==> config.mk <==
export PLATFORM = sky130hd
export DESIGN_NAME = muldiv_ctrl
export DESIGN_NICKNAME = d
export VERILOG_FILES = /design/src/rtl/muldiv_pkg.sv /design/src/rtl/muldiv_lat_cnt.sv /design/src/rtl/muldiv_ctrl.sv
export SDC_FILE = /design/constraint.sdc
export NUM_CORES = 1
export LEC_CHECK = 0
export BUFFER_PORTS_ARGS = -buffer_cell sky130_fd_sc_hd__buf_2
export CORE_AREA = 3 3 115 117
export CTS_BUF_LIST = sky130_fd_sc_hd__clkbuf_4 sky130_fd_sc_hd__clkbuf_8
export DETAILED_ROUTE_END_ITERATION = 6
export DIE_AREA = 0 0 118 120
export HOLD_SLACK_MARGIN = 0.1
export PLACE_DENSITY = 0.81
export SETUP_SLACK_MARGIN = 0.15
export SYNTH_ARGS = -nofsm -noshare
export SYNTH_HDL_FRONTEND = slang
export SYNTH_SLANG_ARGS = --single-unit
==> constraint.sdc <==
create_clock -name clk -period 3.5 [get_ports clk]
set_input_delay 0.525 -clock clk [delete_from_list [all_inputs] [get_ports clk]]
set_output_delay 0.525 -clock clk [all_outputs]
set_load 0.1 [all_outputs]
==> src/rtl/muldiv_pkg.sv <==
// Shared definitions for the multiply/divide sequencer: op codes, FSM
// encoding, default latencies and the counter load helper.
package muldiv_pkg;

  localparam logic [1:0] OP_MULT  = 2'b00;
  localparam logic [1:0] OP_MULTU = 2'b01;
  localparam logic [1:0] OP_DIV   = 2'b10;
  localparam logic [1:0] OP_DIVU  = 2'b11;

  typedef enum logic {
    ST_IDLE = 1'b0,
    ST_RUN  = 1'b1
  } state_e;

  localparam int unsigned LAT_MUL_DEF = 4;
  localparam int unsigned LAT_DIV_DEF = 8;
  localparam int unsigned CNT_W       = 4;

  // Counter preload: the capture edge is the one where the count reaches
  // zero, so load latency-1 to land exactly LAT edges after acceptance.
  function automatic logic [CNT_W-1:0] lat_load(input logic is_div,
                                                input int unsigned lat_mul,
                                                input int unsigned lat_div);
    int unsigned l;
    l = is_div ? lat_div : lat_mul;
    return CNT_W'(l - 1);
  endfunction

endpackage

==> src/rtl/muldiv_lat_cnt.sv <==
// Loadable 4-bit down-counter with zero flag; times the datapath settle.
module muldiv_lat_cnt
  import muldiv_pkg::*;
(
  input  logic             clk,
  input  logic             rst_n,
  input  logic             load,
  input  logic [CNT_W-1:0] load_val,
  input  logic             dec,
  output logic [CNT_W-1:0] cnt,
  output logic             zero
);

  logic [CNT_W-1:0] cnt_q, cnt_d;

  // Load has priority; decrement saturates at zero.
  always_comb begin
    cnt_d = cnt_q;
    if (load)
      cnt_d = load_val;
    else if (dec && (cnt_q != '0))
      cnt_d = cnt_q - 1'b1;
  end

  // Count register.
  always_ff @(posedge clk or negedge rst_n) begin
    if (!rst_n) cnt_q <= '0;
    else        cnt_q <= cnt_d;
  end

  assign cnt  = cnt_q;
  assign zero = (cnt_q == '0);

endmodule

==> src/rtl/muldiv_ctrl.sv <==
// Multi-cycle sequencer for the combinational mul/div datapath. Holds the
// operands on md_* while the datapath settles, captures {hi,lo}, stalls the
// pipeline via busy, and services MTHI/MTLO, flush and divide-by-zero.
module muldiv_ctrl
  import muldiv_pkg::*;
#(
  parameter int unsigned LAT_MUL = LAT_MUL_DEF,
  parameter int unsigned LAT_DIV = LAT_DIV_DEF
) (
  input  logic        clk,
  input  logic        rst_n,
  input  logic        start,
  input  logic [1:0]  op,
  input  logic [31:0] a,
  input  logic [31:0] b,
  input  logic        flush,
  input  logic        hi_we,
  input  logic        lo_we,
  input  logic [31:0] wdata,
  output logic [1:0]  md_op,
  output logic [31:0] md_a,
  output logic [31:0] md_b,
  input  logic [31:0] md_r1,
  input  logic [31:0] md_r2,
  output logic        busy,
  output logic        done,
  output logic        div_zero,
  output logic [31:0] hi,
  output logic [31:0] lo
);

  state_e      state_q, state_d;
  logic [1:0]  md_op_q, md_op_d;
  logic [31:0] md_a_q, md_a_d;
  logic [31:0] md_b_q, md_b_d;
  logic [31:0] hi_q, hi_d;
  logic [31:0] lo_q, lo_d;
  logic        done_q, done_d;
  logic        div_zero_q, div_zero_d;

  logic             cnt_load, cnt_dec, cnt_zero;
  logic [CNT_W-1:0] cnt_val;

  muldiv_lat_cnt u_cnt (
    .clk      (clk),
    .rst_n    (rst_n),
    .load     (cnt_load),
    .load_val (lat_load(op[1], LAT_MUL, LAT_DIV)),
    .dec      (cnt_dec),
    .cnt      (cnt_val),
    .zero     (cnt_zero)
  );

  // Next-state and datapath control. Flush beats both acceptance and the
  // capture edge; MTHI/MTLO only land while idle.
  always_comb begin
    state_d    = state_q;
    md_op_d    = md_op_q;
    md_a_d     = md_a_q;
    md_b_d     = md_b_q;
    hi_d       = hi_q;
    lo_d       = lo_q;
    done_d     = 1'b0;
    div_zero_d = 1'b0;
    cnt_load   = 1'b0;
    cnt_dec    = 1'b0;
    case (state_q)
      ST_IDLE: begin
        if (hi_we) hi_d = wdata;
        if (lo_we) lo_d = wdata;
        if (start && !flush) begin
          if (op[1] && (b == '0)) begin
            // Zero divisor: finish immediately, HI/LO untouched.
            done_d     = 1'b1;
            div_zero_d = 1'b1;
          end else begin
            md_op_d  = op;
            md_a_d   = a;
            md_b_d   = b;
            cnt_load = 1'b1;
            state_d  = ST_RUN;
          end
        end
      end
      ST_RUN: begin
        if (flush) begin
          state_d = ST_IDLE;
        end else if (cnt_zero) begin
          lo_d    = md_r1;
          hi_d    = md_r2;
          done_d  = 1'b1;
          state_d = ST_IDLE;
        end else begin
          cnt_dec = 1'b1;
        end
      end
      default: state_d = ST_IDLE;
    endcase
  end

  // State, operand and architectural registers.
  always_ff @(posedge clk or negedge rst_n) begin
    if (!rst_n) begin
      state_q    <= ST_IDLE;
      md_op_q    <= '0;
      md_a_q     <= '0;
      md_b_q     <= '0;
      hi_q       <= '0;
      lo_q       <= '0;
      done_q     <= 1'b0;
      div_zero_q <= 1'b0;
    end else begin
      state_q    <= state_d;
      md_op_q    <= md_op_d;
      md_a_q     <= md_a_d;
      md_b_q     <= md_b_d;
      hi_q       <= hi_d;
      lo_q       <= lo_d;
      done_q     <= done_d;
      div_zero_q <= div_zero_d;
    end
  end

  assign busy     = (state_q == ST_RUN);
  assign done     = done_q;
  assign div_zero = div_zero_q;
  assign md_op    = md_op_q;
  assign md_a     = md_a_q;
  assign md_b     = md_b_q;
  assign hi       = hi_q;
  assign lo       = lo_q;

  logic unused_cnt;
  assign unused_cnt = ^cnt_val;

endmodule

Word level (Yosys, flattened, before mapping)
Cells that the tools add are included.

Register bits: 137. Input bits: 168. Output and inout port bits: 133. Word-level logic and storage cells: 52.

Add/subtract/negate cells: 2. Equal/unequal tests: 4. Mux-type cells: 24. Bitwise operators: 2. Reduce and logical (&&, ||, !) cells: 11.

Operator list (count): 32-bit two-way mux (6); 32-bit case mux with 2 select lines (2); 32-bit zero test (1); 4-bit two-way mux (3); 1-bit two-way mux (11); 3-bit AND reduction (3); 4-bit by 1-bit subtractor with 4-bit output, second input constant (2); 2-bit != test, second input constant (3); 4-bit zero test (1); 1-bit case mux with 2 select lines (2); 4-bit nonzero test (1); 1-bit logical AND (3); 2-bit by 1-bit != test with 1-bit output, second input constant (1); 1-bit NOT (2); 2-bit nonzero test (1); 1-bit zero test (1).

Depth between registers and ports, before layout
Gate-level depths: netlist of run 1.

Word-level depth: 7. Mapped depth: 10. Depth with buffers taken out: 9.

Cells and area by module
From an unflattened synthesis of run 1, not the netlist that was laid out.

Cells, all modules: 510. Area total of the unflattened synthesis: 5684.2 um^2.

By module, submodules not included: muldiv_ctrl (instances 1, cells an instance 483, area each 5431.5 um^2, sequential area each 3328.2 um^2); muldiv_lat_cnt (instances 1, cells an instance 27, area each 252.7 um^2, sequential area each 100.1 um^2).

Least setup slack after synthesis of run 1
Ideal clock, no wire load.

Path type: input to register. Start point: in b[14]. End point: reg u_cnt.cnt_q[1] (netlist: u_cnt.cnt[1]). Arrival time: 2.718 ns. Slack: 0.653 ns. Stages: 9. Path through: or4_1 -> or3_4 -> o31ai_4 -> buf_4 -> nand2_1 -> ha_1 -> inv_1 -> a311oi_1 -> a31oi_1.

Longest elaborated chain between the ends: 6. Elaborated cells between the ends (all ways): 7. Classes of those cells: 4 x mux; 3 x reduce/logical.

Ends and longest elaborated chain: start, declared (line muldiv_ctrl.sv:15) `input logic [31:0] b,`; 32-bit zero test (*) (line muldiv_ctrl.sv:72) `if (op[1] && (b == '0)) begin`; 1-bit logical AND (*) (line muldiv_ctrl.sv:72); 1-bit two-way mux (*) (line muldiv_ctrl.sv:72); 1-bit two-way mux (*) (line muldiv_ctrl.sv:71) `if (start && !flush) begin`; 1-bit two-way mux (*) (line muldiv_ctrl.sv:67) `case (state_q)`; 4-bit two-way mux / 2-bit nonzero test (equally long branches); end signal, assigned (line muldiv_lat_cnt.sv:28) `else cnt_q <= cnt_d;`; end, declared (line muldiv_lat_cnt.sv:14) `logic [CNT_W-1:0] cnt_q, cnt_d;`.

Every way passes the cells marked *; elsewhere a longest branch is shown, timed or not. A chain may end at the register's enable or synchronous reset.

Worst setup path after layout of run 1
Start point: reg state_q (netlist: busy). End point: out busy.

RTL lines: start, declared (line muldiv_ctrl.sv:32) `state_e state_q, state_d;`; start signal, assigned (line muldiv_ctrl.sv:113) `state_q <= state_d;`; end, declared (line muldiv_ctrl.sv:25) `output logic busy,`.

No word-level cell between the ends.

==> metrics.md, run 1 <==
| Metric | Value |
|---|---|
| Initial antenna violation count | `0` |
| Avg WL per Cell | `15.42 µm` |
| Die area | `0.01416 mm²` |
| Relative slew slack | `38.04%` |
| Vias per cell | `4.929` |
| Critical Path AT | `2.09 ns` |
| Post-synth cell types | `34` |
| Die Y | `120 µm` |
| Gr usage total | `21.67%` |
| Deepest clock path buffer count | `2` |
| Synth top area cells | `dfrtp_1 60%, mux2_2 9.8%, a21oi_1 5.9%` |
| Most frequent cells in the layout | `299 x buf_2, 136 x dfrtp_1, 70 x nand2_1` |
| Fraction of registers with async set/reset | `100.0%` |
| Synth-to-layout area growth | `35.91%` |
| Hold Crit Class | `input port to register` |
| Critical path fanouts, max | `99` |
| Unrepaired setup endpoints after global routing | `false` |
| H-tree lvl count | `4` |
| # clock sinks | `137` |
| DIE WIDTH | `118 µm` |
| Min Hold Slack | `0.3054 ns` |
| 1st-iter DRT viols | `259` |
| Setup TNS | `0 ns` |
| Clock-pin transition on the worst setup and hold timing paths | `0.07 ns` |
| Commonest non-fill, non-tap cell in the layout | `buf_2` |
| First-pass GRT wire length | `24250 µm` |
| Worst path cell trace | `buf_4 -> buf_2` |
| DP HPWL | `11620 µm` |
| WS Path Type | `register to output port` |
| Layout cells sized above 1 | `48.41%` |
| CP peak stage delay | `0.69 ns` |
| Synth top area share | `59.89%` |
| GPL Wtd Cong | `0.8308` |
| CTS Root Buffer Type | `clkbuf_8` |
| Via count | `4880` |
| Final core occ | `62.41%` |
| Final wirelength | `15260 µm` |
| CTS Buf Count | `17` |
| Core Area | `0.01247 mm²` |
| Final Hold Fails | `0` |
| PD cells | `1009 mW/mm²` |
| CTS tree | `yes` |
| Total gr overflow | `0` |
| Mapped cell area | `0.005724 mm²` |
| Clk_lat worst skew | `0.43 ns` |
| Primary FF master, synth | `dfrtp_1` |
| TritonRoute pass-1 iters | `4` |
| Synth Area per Inst | `11.22 µm²` |
| Peak supply drop | `0.0006683 V` |
| Number of synthesized flops with an enable pin | `0` |
| YS warnings | `0` |
| Remaining DRCs | `0` |
| Largest net degree at the start of global routing | `100` |
| #FFs+latches synth | `137` |
| I/O pins | `301` |
| Row Count | `41` |
| I/O Buffers | `300` |
| Vias in the first global route | `4775` |
| Initial Util | `45.92%` |
| Layout Skew | `0.009531 ns` |
| Synth Net Count | `679` |
| Post-Synthesis Cells | `510` |
| Max Freq | `0.3819 GHz` |
| Worst setup SP type | `register` |
| Synth area leader | `dfrtp_1` |
| Worst-margin pin slew | `0.9294 ns` |
| Setup crit end kind | `output port` |
| CP required | `2.97 ns` |
| Post-CTS setup repair buffer count | `0` |
| Critical path's slowest cell | `buf_4` |
| Max_cap viols | `0` |
| Outcome | `finished, final reports clean` |
| Routed Antenna Nets | `0` |
| Min Clock Period, post-route | `2.619 ns` |
| Max-slew violations | `0` |
| Ant diodes | `0` |
| Period Utilization, post-route | `74.81%` |
| Sequential area share after synthesis | `59.89%` |
| Cell leakage power | `3.930 nW` |
| Final net count | `975` |
| CTS resizes | `0` |
| Setup-failing EPs final | `0` |
-- state kept, by name (all words and copies together), names as in the netlist --
register,count
hi,32
lo,32
md_a,32
md_b,32
u_cnt.cnt,4
md_op,2
busy,1
div_zero,1
done,1
-- cell usage after synthesis, types with 3 or more instances --
library cell / count
clkbuf_1: 25
buf_6: 5
nor4_1: 5
a21oi_1: 68
a22o_1: 14
o21ai_0: 64
mux2_2: 50
or4_1: 3
mux2_1: 3
nor2_1: 3
nor3_1: 4
nor2b_1: 35
nand2_1: 70
dfrtp_1: 137
-- path summary, 6_finish.rpt --
path | slack (ns) | to | from | cells past startpoint
min | 0.31 | md_a[0] | a[0] | 2
min reg2reg | 0.48 | lo[24] | lo[24] | 2
max | 0.88 | busy | busy | 2
max reg2reg | 1.26 | lo[26] | busy | 5
max in group asynchronous | 2.03 | md_b[1] | rst_n | 3
min in group asynchronous | 0.68 | lo[17] | rst_n | 2
-- layer usage --
metal	global-route usage [%]	vias to the layer above	share of wire, %
met2	37.73	174	53
li1	-	2382	-
met5	0	-	0
met3	6.456	27	5.0
met4	8.132	0	2.0
met1	25.41	2297	40
-- where the power goes --
group,total [mW],leakage [nW],internal (mW),switching (mW)
registers,2.24,1.66,2.01,0.229
clock network,1.23,0.191,0.654,0.578
logic,4.38,2.07,0.662,3.72
-- metrics by stage --
stage | area [µm²] | setup WS (ns) | total power [mW] | instances
floorplan | 5724 | 0.6531 | 5.873 | 510
global placement | 7391 | 0.6079 | 6.615 | 958
detailed placement | 7391 | 0.5768 | 6.670 | 958
CTS | 7780 | 0.8428 | 7.908 | 990
global route | 7780 | 0.7185 | 8.163 | 990
finish | 7780 | 0.8815 | 7.850 | 990
-- repair_timing --
item / CTS / global route
hold endpoints to repair: 17 / 0
setup endpoints to repair: 0 / 0
hold buffers: 1 / 0
-- cell families (layout without fill, tap and decap cells) --
group / after synthesis / in the layout / synth area share, %
and+or+nand+nor: 132 / 132 / 11.50
buffers and inverters: 34 / 342 / 3.016
adders and majority gates: 1 / 1 / 0.2185
AOI/OAI and AO/OA: 150 / 150 / 14.47
DFF: 137 / 137 / 59.89
muxes: 54 / 54 / 10.60
xor gates and xnor gates: 2 / 2 / 0.3061
-- cell type report --
cell class                 instances  area (µm²)
sequential                       137        3430
tap                              172       215.2
clock buffer                      24       311.5
multi-input combinational        339        2146
inverter                           2       7.507
fill                            1068        4686
timing repair buffer             309        1603
clock inverter                     7       67.56
-- critical path: cells and delay by family (launching register included) --
| family | cells | cell delay (ns) |
|---|---|---|
| buffers and inverters | 2 | 1.26 |
| flip-flops | 1 | 0.39 |
Power figures use the tool's default switching activity.
==> inputs of run 2 (changes only) <==
Settings changed: ABC_AREA from default to 1, CORE_AREA 3 3 115 117 to 3 3 104 145, DIE_AREA 0 0 118 120 to 0 0 107 148, PLACE_DENSITY 0.81 to 0.77.
Clock period 3.5 ns to 2.1 ns, I/O delays scaled along.
==> metrics.md, run 2 <==
| Metric | Value |
|---|---|
| Top cell family by delay on the critical path | `simple AND/OR/NAND/NOR gates` |
| Period Utilization, post-route | `89.80%` |
| Clock-pin transition on the worst setup and hold timing paths | `0.08 ns (about the same)` |
| YS warnings | `0 (unchanged)` |
| Deepest clock path buffer count | `2 (unchanged)` |
| Most frequent cells in the layout | `299 x buf_2, 280 x nand2_1, 136 x dfrtp_1` |
| Synth Area per Inst | `8.721 µm² (-22%)` |
| H-tree lvl count | `4 (unchanged)` |
| Psw | `6.937 mW (+53%)` |
| CTS Buf Count | `17 (unchanged)` |
| Synth Net Count | `830 (+22%)` |
| Unrepaired setup endpoints after global routing | `false` |
| Simple-gate area share of the yosys netlist | `25.87% (+14 points)` |
| Most frequent cell after synthesis | `nand2_1` |
| Post-synth cell types | `20 (-41%)` |
| Worst-margin pin slew | `0.6851 ns (-0.2444 ns)` |
| Post-Synthesis Cells | `661 (+30%)` |
| DIE WIDTH | `107 µm (-9.3%)` |
| Setup crit end kind | `register` |
| Commonest non-fill, non-tap cell in the layout | `buf_2` |
| Final net count | `1171 (+20%)` |
| Synth-to-layout area growth | `44.11%` |
| Post-synth top cells | `280 x nand2_1, 137 x dfrtp_1, 84 x nor2_1, 64 x a31oi_1, 21 x inv_1` |
| Worst path cell trace | `dlygate4sd3_1 -> buf_2 -> nor2_1 -> nand3_1 -> nor2_2 -> nand3_2 -> nand2_4 -> nand2_1 -> ha_1 -> nand3b_1 -> nand2_1 -> nand2_1 -> nand2_1` |
| Cell leakage power | `4.412 nW (+12%)` |
| First-pass GRT wire length | `27790 µm (+15%)` |
| Mapped cell area | `0.005764 mm² (+0.70%)` |
| Total gr overflow | `0 (unchanged)` |
| Remaining DRCs | `0 (unchanged)` |
| PD cells | `1481 mW/mm² (+47%)` |
| Ant diodes | `0 (unchanged)` |
| CP most frequent cell | `nand2_1` |
| Die Y | `148 µm (+23%)` |
| DP HPWL | `12260 µm (+5.5%)` |
| CTS Root Buffer Type | `clkbuf_8` |
| I/O pins | `301 (unchanged)` |
| Seq pwr share | `29.5% (+1.0 points)` |
| TritonRoute pass-1 iters | `5 (+1)` |
| WS Path Type | `input port to register` |
| Final wirelength | `17810 µm (+17%)` |
| Worst setup SP type | `input port` |
| Sw frac | `56.37% (-1.3 points)` |
| Number of synthesized flops with an enable pin | `0 (unchanged)` |
| Critical path buffers and inverters | `2 (unchanged)` |
| Max_cap viols | `0 (unchanged)` |
| Primary FF master, synth | `dfrtp_1` |
| CP peak stage delay | `0.56 ns (-0.13 ns)` |
| Initial Util | `41.25% (-4.7 points)` |
| Clk_lat worst skew | `0.43 ns (about the same)` |
| Critical path fanouts, max | `6 (-94%)` |
| Critical path's slowest cell | `dlygate4sd3_1` |
| Via count | `5755 (+18%)` |
| Initial antenna violation count | `1 (+1)` |
| Gr usage total | `22.19% (+0.52 points)` |
| Layout cells sized above 1 | `34.98% (-13 points)` |
| 1st-iter DRT viols | `302 (+17%)` |
| # clock sinks | `137 (unchanged)` |
| Layout Skew | `0.01457 ns (+0.005038 ns)` |
| Row Count | `51 (+24%)` |
| Outcome | `finished, final reports clean` |
| Largest net degree at the start of global routing | `65 (-35%)` |
| #FFs+latches synth | `137 (unchanged)` |
| Final Hold Fails | `0 (unchanged)` |
| Setup-failing EPs final | `0 (unchanged)` |
| Clock Power Share | `17.7% (+2.0 points)` |
| Core Area | `0.01397 mm² (+12%)` |
| Max-slew violations | `0 (unchanged)` |
| Peak supply drop | `0.0008939 V (+34%)` |
| Routed Antenna Nets | `0 (unchanged)` |
| P_int | `5.369 mW (+61%)` |
| Min Clock Period, post-route | `1.886 ns` |
| Final core occ | `59.44% (-3.0 points)` |
| Relative slew slack | `54.33% (+16 points)` |
| Die area | `0.01584 mm² (+12%)` |
| Adder-cell share of the synthesized area | `0.2171% (-0.0015 points)` |
| Synth area leader | `dfrtp_1` |
| Multiplexer share of the synthesized area | `0% (-11 points)` |
| Combinational cell fraction of total power | `52.9% (-2.9 points)` |
| Largest family of logic cells by synthesized area | `simple AND/OR/NAND/NOR gates` |
| Hold Crit Class | `input port to register` |
| Fraction of registers with async set/reset | `100.0% (unchanged)` |
| Vias in the first global route | `5743 (+20%)` |
| Vias per cell | `4.796 (-2.7%)` |
| CP required | `2.47 ns (-0.50 ns)` |
| Avg WL per Cell | `14.84 µm (-3.7%)` |
| Synth Area in Compound Gates | `8.769% (-5.7 points)` |
| I/O Buffers | `300 (unchanged)` |
| Max Freq | `0.5303 GHz` |
| GPL Wtd Cong | `0.8117 (-2.3%)` |
| Critical Path AT | `2.26 ns (+0.17 ns)` |
| Sequential area share after synthesis | `59.47% (-0.42 points)` |
| Setup TNS | `0 ns (unchanged)` |
| CTS tree | `yes` |
| Synth top area cells | `dfrtp_1 59%, nand2_1 18%, a31oi_1 6.9%` |
| Post-Synth XOR/XNOR Area | `0% (-0.31 points)` |
| Synth top area share | `59.47% (-0.42 points)` |
run 2: through the flow:
stage	setup WS, ns	area (µm²)	cells	power [mW]	hold WS (ns)
floorplan	0.1941	5768	661	8.899	0.01941
global placement	0.2511	7445	1122	10.04	0.2820
detailed placement	0.2391	7445	1122	10.11	0.2880
CTS	0.2251	8294	1199	12.36	0.1000
global route	0.1572	8307	1200	12.80	0.1064
finish	0.2142	8307	1200	12.31	0.1302
run 2: power by group through the flow:
stage	combinational, mW	sequential (mW)	clock, mW
floorplan	0.918	7.98	0
global placement	6.39	3.65	0
detailed placement	6.44	3.67	0
CTS	6.51	3.62	2.23
global route	6.76	3.71	2.33
finish	6.50	3.63	2.17
run 2: cells by family after synthesis:
kind of cell,after synthesis
buf+inv,59
simple gates,379
flops,137
fa+ha+maj,1
compound gates,85
run 2: what timing repair did:
action | 4_1_cts | 5_1_grt
setup buffers | 0 | 1
hold buffers | 45 | 0
gates resized for setup | 0 | 3
hold endpoints to repair | 86 | 0
setup endpoints to repair | 0 | 47
run 2: per-layer routing:
metal	track usage [%]	up-vias	wire length, µm
met4	10.04	2	505
met3	5.636	43	1332
met1	24.51	2641	6767
met2	39.75	266	9195
met5	0	-	9
li1	-	2803	-
run 2: tightest hold or removal path: stages:
cell and delay, ns:
buf_2 0.10, nand2_1 0.06, nand2_1 0.05
run 2: final timing paths:
check / cells past startpoint / slack (ns) / startpoint / endpoint
max in group asynchronous: 3 / 1.08 / rst_n / md_a[17]
min in group asynchronous: 2 / 0.39 / rst_n / md_b[5]
worst min-delay path: 3 / 0.13 / b[29] / md_b[29]
worst max-delay path: 13 / 0.21 / b[23] / u_cnt.cnt[2]
worst max register to register: 7 / 0.27 / busy / lo[18]
worst min register to register: 2 / 0.48 / md_op[1] / md_op[1]
run 2: final cells by class:
cell class	count	area [µm²]
Fill cell	1185	5668
Multi-Input combinational cell	465	2012
Clock inverter	13	143.9
Clock buffer	19	255.2
Inverter	23	88.84
Tap cell	185	231.5
Sequential cell	137	3432
Timing Repair Buffer	358	2143
